--- src/rtl/instr_cfg_pkg.sv ---
// Shared types and constants for the instruction configuration write path.
// Packets are {addr, data} and pass through the arbiter without modification.
package instr_cfg_pkg;

  localparam int unsigned INSTR_PKT_W  = 32;
  localparam int unsigned INSTR_ADDR_W = 24;
  localparam int unsigned INSTR_DATA_W = 8;

  typedef enum logic [0:0] {
    ST_IDLE,
    ST_XFER
  } arb_state_e;

  typedef struct packed {
    logic [INSTR_ADDR_W-1:0] addr;
    logic [INSTR_DATA_W-1:0] data;
  } instr_pkt_t;

endpackage

--- src/rtl/instr_cfg_rr_pick.sv ---
// Combinational round-robin picker: returns the first asserted request found
// scanning upward from ptr+1, wrapping modulo NUM_REQ.
module instr_cfg_rr_pick #(
  parameter int unsigned NUM_REQ = 4
) (
  input  logic [NUM_REQ-1:0]         req,
  input  logic [$clog2(NUM_REQ)-1:0] ptr,
  output logic [$clog2(NUM_REQ)-1:0] gnt_idx,
  output logic                       any
);

  localparam int unsigned IdxW = $clog2(NUM_REQ);

  logic [IdxW-1:0] idx;

  always_comb begin
    gnt_idx = '0;
    any     = 1'b0;
    idx     = '0;
    // The pointer itself is visited last, so the previous owner has lowest priority.
    for (int unsigned i = 1; i <= NUM_REQ; i++) begin
      idx = IdxW'((32'(ptr) + i) % NUM_REQ);
      if (!any && req[idx]) begin
        gnt_idx = idx;
        any     = 1'b1;
      end
    end
  end

endmodule

--- src/rtl/instr_cfg_arbiter.sv ---
// Round-robin burst arbiter feeding the single instruction-packet write port.
// A grant holds until last beat, burst cap, or idle timeout; output is registered.
module instr_cfg_arbiter
  import instr_cfg_pkg::*;
#(
  parameter int unsigned NUM_REQ     = 4,
  parameter int unsigned BURST_MAX   = 8,
  parameter int unsigned TIMEOUT_CYC = 256
) (
  input  logic                           clk,
  input  logic                           rst_n,
  input  logic [NUM_REQ-1:0]             req_valid,
  input  logic [NUM_REQ*INSTR_PKT_W-1:0] req_packet,
  input  logic [NUM_REQ-1:0]             req_last,
  output logic [NUM_REQ-1:0]             req_ready,
  input  logic                           out_afull,
  output logic                           out_wr_en,
  output logic [INSTR_PKT_W-1:0]         out_packet,
  output logic [$clog2(NUM_REQ)-1:0]     grant_id,
  output logic                           busy,
  output logic                           timeout_err
);

  localparam int unsigned IdxW  = $clog2(NUM_REQ);
  localparam int unsigned BeatW = $clog2(BURST_MAX) + 1;
  localparam int unsigned IdleW = $clog2(TIMEOUT_CYC) + 1;

  arb_state_e      state_q, state_d;
  logic [IdxW-1:0] grant_q, grant_d;
  logic [IdxW-1:0] rr_ptr_q, rr_ptr_d;
  logic [BeatW-1:0] beat_q, beat_d;
  logic [IdleW-1:0] idle_q, idle_d;
  logic            wr_en_q, wr_en_d;
  logic            timeout_q, timeout_d;
  instr_pkt_t      pkt_q, pkt_d;

  instr_pkt_t      grant_pkt;
  logic            grant_valid;
  logic            grant_last;
  logic            accept;
  logic [IdxW-1:0] pick_idx;
  logic            pick_any;

  instr_cfg_rr_pick #(
    .NUM_REQ (NUM_REQ)
  ) u_pick (
    .req     (req_valid),
    .ptr     (rr_ptr_q),
    .gnt_idx (pick_idx),
    .any     (pick_any)
  );

  always_comb begin
    grant_pkt = '0;
    for (int unsigned i = 0; i < NUM_REQ; i++) begin
      if (grant_q == IdxW'(i)) begin
        grant_pkt = req_packet[i*INSTR_PKT_W +: INSTR_PKT_W];
      end
    end
  end

  assign grant_valid = req_valid[grant_q];
  assign grant_last  = req_last[grant_q];
  // afull leaves exactly one slot, which the registered output stage may still fill.
  assign accept      = (state_q == ST_XFER) && grant_valid && !out_afull;

  always_comb begin
    req_ready = '0;
    if (state_q == ST_XFER) begin
      req_ready[grant_q] = !out_afull;
    end
  end

  always_comb begin
    state_d   = state_q;
    grant_d   = grant_q;
    rr_ptr_d  = rr_ptr_q;
    beat_d    = beat_q;
    idle_d    = idle_q;
    timeout_d = 1'b0;
    wr_en_d   = accept;
    pkt_d     = accept ? grant_pkt : pkt_q;

    unique case (state_q)
      ST_IDLE: begin
        if (pick_any) begin
          grant_d = pick_idx;
          beat_d  = '0;
          idle_d  = '0;
          state_d = ST_XFER;
        end
      end
      ST_XFER: begin
        if (grant_valid) begin
          idle_d = '0;
        end else if (idle_q == IdleW'(TIMEOUT_CYC - 1)) begin
          timeout_d = 1'b1;
          rr_ptr_d  = grant_q;
          state_d   = ST_IDLE;
        end else begin
          idle_d = idle_q + IdleW'(1);
        end

        // Last flag and burst cap on the same beat collapse into one release.
        if (accept) begin
          beat_d = beat_q + BeatW'(1);
          if (grant_last || (beat_q == BeatW'(BURST_MAX - 1))) begin
            rr_ptr_d = grant_q;
            state_d  = ST_IDLE;
          end
        end
      end
      default: state_d = ST_IDLE;
    endcase
  end

  always_ff @(posedge clk or negedge rst_n) begin
    if (!rst_n) begin
      state_q   <= ST_IDLE;
      grant_q   <= '0;
      rr_ptr_q  <= IdxW'(NUM_REQ - 1);
      beat_q    <= '0;
      idle_q    <= '0;
      wr_en_q   <= 1'b0;
      timeout_q <= 1'b0;
      pkt_q     <= '0;
    end else begin
      state_q   <= state_d;
      grant_q   <= grant_d;
      rr_ptr_q  <= rr_ptr_d;
      beat_q    <= beat_d;
      idle_q    <= idle_d;
      wr_en_q   <= wr_en_d;
      timeout_q <= timeout_d;
      pkt_q     <= pkt_d;
    end
  end

  assign out_wr_en   = wr_en_q;
  assign out_packet  = pkt_q;
  assign grant_id    = grant_q;
  assign busy        = (state_q == ST_XFER);
  assign timeout_err = timeout_q;

endmodule
--- config.mk ---
export PLATFORM = sky130hd
export DESIGN_NAME = instr_cfg_arbiter
export DESIGN_NICKNAME = d
export VERILOG_FILES = /design/src/rtl/instr_cfg_pkg.sv /design/src/rtl/instr_cfg_rr_pick.sv /design/src/rtl/instr_cfg_arbiter.sv
export SDC_FILE = /design/constraint.sdc
export NUM_CORES = 1
export LEC_CHECK = 0
export ABC_AREA = 1
export BUFFER_PORTS_ARGS = -buffer_cell sky130_fd_sc_hd__buf_4
export CAP_MARGIN = 10
export CORE_MARGIN = 5
export CORE_UTILIZATION = 50
export DETAILED_ROUTE_END_ITERATION = 8
export GPL_TIMING_DRIVEN = 0
export PLACE_DENSITY_LB_ADDON = 0.25
export SYNTH_ARGS = -nofsm -noshare
export SYNTH_HDL_FRONTEND = slang
export SYNTH_SLANG_ARGS = --single-unit
--- constraint.sdc ---
create_clock -name clk -period 3.1 [get_ports clk]
set_clock_uncertainty 0.15 [all_clocks]
set_input_delay 0.775 -clock clk [delete_from_list [all_inputs] [get_ports clk]]
set_output_delay 0.775 -clock clk [all_outputs]
set_load 0.01 [all_outputs]
==> summary.txt <==
Global route
  – Number of global-route vias before repair: 3977
  – Largest net degree at the start of global routing: 53
  – First-pass GRT wire length: 19.0 mm
  – Initial antenna violation count: 0
  – GRT Residual Overflow: 0
  – Overall Global Routing Usage: 0.267

Power and ir drop
  – Max VDD drop: 0.454 mV
  – Pleak: 2.75 nW
  – Pwr dens: 832 mW/mm2
  – Switching power total: 1.99 mW
  – P_int: 2.29 mW
  – Logic pwr share: 0.630
  – Sw frac: 0.465
  – Clock group share of total power: 0.111
  – Flop pwr share: 0.259
  – Overall Power: 4.28 mW

Layout
  – # diodes: 0
  – Share of layout cells above drive strength 1: 0.374
  – Commonest non-fill, non-tap cell in the layout: nand2_1
  – Area growth, synth to finish: 44.2%
  – Nets: 826
  – Fillers: 553
  – Most frequent cells in the layout: 207 x nand2_1, 181 x buf_4, 60 x nand3_1, 50 x dfrtp_1, 35 x a21oi_1

Clock network
  – CTS clk-pin slew, worst paths: 100 ps
  – CTS tree: yes
  – TritonCTS Buffers: 5
  – Clock sink total: 52
  – CTS resizes: 0
  – Clock Path Buffers: 2
  – Post-CTS repair timing setup buffer count: 0
  – Htree depth: 2
  – Hold buffers post-CTS: 0
  – Worst-Skew Late Latency: 310 ps
  – Clock root buffer: clkbuf_8

Yosys
  – Synthesis Warnings: 0
  – Synth cell types: 34
  – Yosys reg bits: 52
  – Syn Area/Cell: 7.16 um2
  – Top_reg_cell synth: dfrtp_1
  – Sequential-to-total area share from yosys stat: 0.366
  – Post-synth EDFFs: 0
  – Async set-reset flop share out of synthesis: 1.00
  – Syn Nets: 640
  – Post-Synthesis Cells: 498
  – Mapped Area: 0.00356 mm2

Setup path
  – Crit start category: flop
  – Family with the most delay on the worst path: flip-flops
  – Critical Path Max Stage Delay: 450 ps
  – FF-to-FF End: idle_q[4]$_DFFE_PN0P_
  – Worst-path cell chain: inv_1, nor2_1, inv_1, nor3_1, buf_4
  – Crit. End Element: output pin
  – Worst path bufs/invs: 3
  – Crit path max fanout: 5
  – Most frequent CP cell: inv_1
  – CP max-delay cell: dfrtp_1
  – Worst r2r path cells: 9
  – WP data required: 2170 ps
  – WP data arrival: 1510 ps
  – RR Startpoint: rr_ptr_q[0]$_DFFE_PN1P_
  – R2R setup slack: 1100 ps
  – Critical path class: flop to output pin

Timing
  – Max transition margin: 0.550
  – Crit share post-route: 0.784
  – Setup-failing EPs final: 0
  – Setup WS post-layout: 669 ps
  – Unrepaired setup endpoints after global routing: false
  – Fmax: 0.411 GHz
  – Final Hold Vio Count: 0
  – WHS: 342 ps
  – Final worst path period need: 2430 ps
  – Setup TNS: 0 ps
  – Max Slew Vio Count: 0
  – Actual transition at the worst max-transition pin: 676 ps

Detailed routing
  – Final ANT Viol Nets: 0
  – Drt wl/cell: 15.6 um
  – Drt first pass iters: 6
  – Final wirelength: 12.2 mm
  – Vias: 4075
  – Iter 0 DRT Violations: 210
  – DRC: 0
  – DR vias/cell: 5.22

Place
  – RD Place Congestion: 0.921
  – Hpwl dp: 9.67 mm
  – Worst slack, placed: 689 ps
  – Port Buf Inserts: 179

Floorplanning
  – I/O pin cnt: 180
  – Die width: 94.4 um
  – Number of core rows: 30
  – Die Height: 94.4 um
  – DIE AREA: 0.00892 mm2
  – Starting density of the core: 0.519
  – Core area: 0.00687 mm2

Run
  – Max-cap violations: 0

Hold path
  – Worst hold path class: primary input to async pin

Run status
  – Status: completed
-- worst max-delay path by stage --
stage                               from           end  slack (ps)  cells after the start
after floorplan                out_afull  req_ready[0]         910                      3
after global placement         out_afull  req_ready[0]         720                      5
after detailed placement       out_afull  req_ready[0]         690                      5
after CTS                 busy$_DFF_PN0_  req_ready[0]         650                      5
after global routing      busy$_DFF_PN0_  req_ready[0]         590                      5
final                     busy$_DFF_PN0_  req_ready[0]         670                      5
-- layer usage --
layer | wire length [um] | up-vias | track usage
li1 | - | 1987 | -
met1 | 4590 | 1867 | 0.322
met2 | 6330 | 196 | 0.489
met3 | 1030 | 25 | 0.0478
met4 | 246 | 0 | 0.0674
met5 | 0 | - | 0
-- registers in the layout (all words and copies together) (netlist names) --
register / flops
beat_q: 4
busy: 1
grant_id: 2
idle_q: 9
out_packet: 32
out_wr_en: 1
rr_ptr_q: 2
timeout_err: 1
-- power by group through the flow --
stage / logic, mW / registers [mW] / clock network (mW)
6_report: 2.69 / 1.11 / 0.474
5_1_grt: 2.97 / 1.14 / 0.506
4_1_cts: 2.70 / 1.10 / 0.478
3_5_place_dp: 2.69 / 1.12 / 0
3_3_place_gp: 2.63 / 1.10 / 0
2_1_floorplan: 1.65 / 1.19 / 0
-- Yosys cell counts, drive strengths merged (2+ instances only) --
master | n | area (um2)
nor3 | 5 | 25.0
dfrtp | 50 | 1250
o21ai | 37 | 290
nand4 | 7 | 58.8
nand3 | 60 | 300
nor2 | 20 | 130
a21oi | 35 | 175
inv | 30 | 120
nand2 | 217 | 850
buf | 17 | 184
ha | 3 | 37.5
dfstp | 2 | 52.6
clkbuf | 8 | 30.0
-- per-stage QoR --
| step | area [um2] | util | cells |
|---|---|---|---|
| after floorplan | 3560 | - | 498 |
| after CTS | 5140 | 0.748 | 781 |
| final | 5140 | 0.748 | 781 |
| after global routing | 5140 | 0.748 | 781 |
| after global placement | 5030 | 0.732 | 773 |
| after detailed placement | 5030 | 0.732 | 773 |
-- logic make-up after synthesis --
logic type,count (synthesis),share of synthesized area
buffers and inverters,55,0.0937
flip-flops,52,0.366
XOR/XNOR,2,0.00492
AND/OR/NAND/NOR,311,0.387
AO/OA/AOI/OAI,75,0.138
adder cells (fa/ha/maj),3,0.0105
-- layout make-up --
cell class / count / area, um2 / area share
multi-input combinational: 391 / 1930 / 0.375
clock buffer: 5 / 68.8 / 0.0134
sequential: 52 / 1300 / 0.254
inverter: 30 / 120 / 0.0234
tap: 96 / 120 / 0.0234
buffer: 25 / 214 / 0.0416
timing repair buffer: 179 / 1340 / 0.262
clock inverter: 3 / 42.5 / 0.00828
Power figures use the tool's default switching activity.
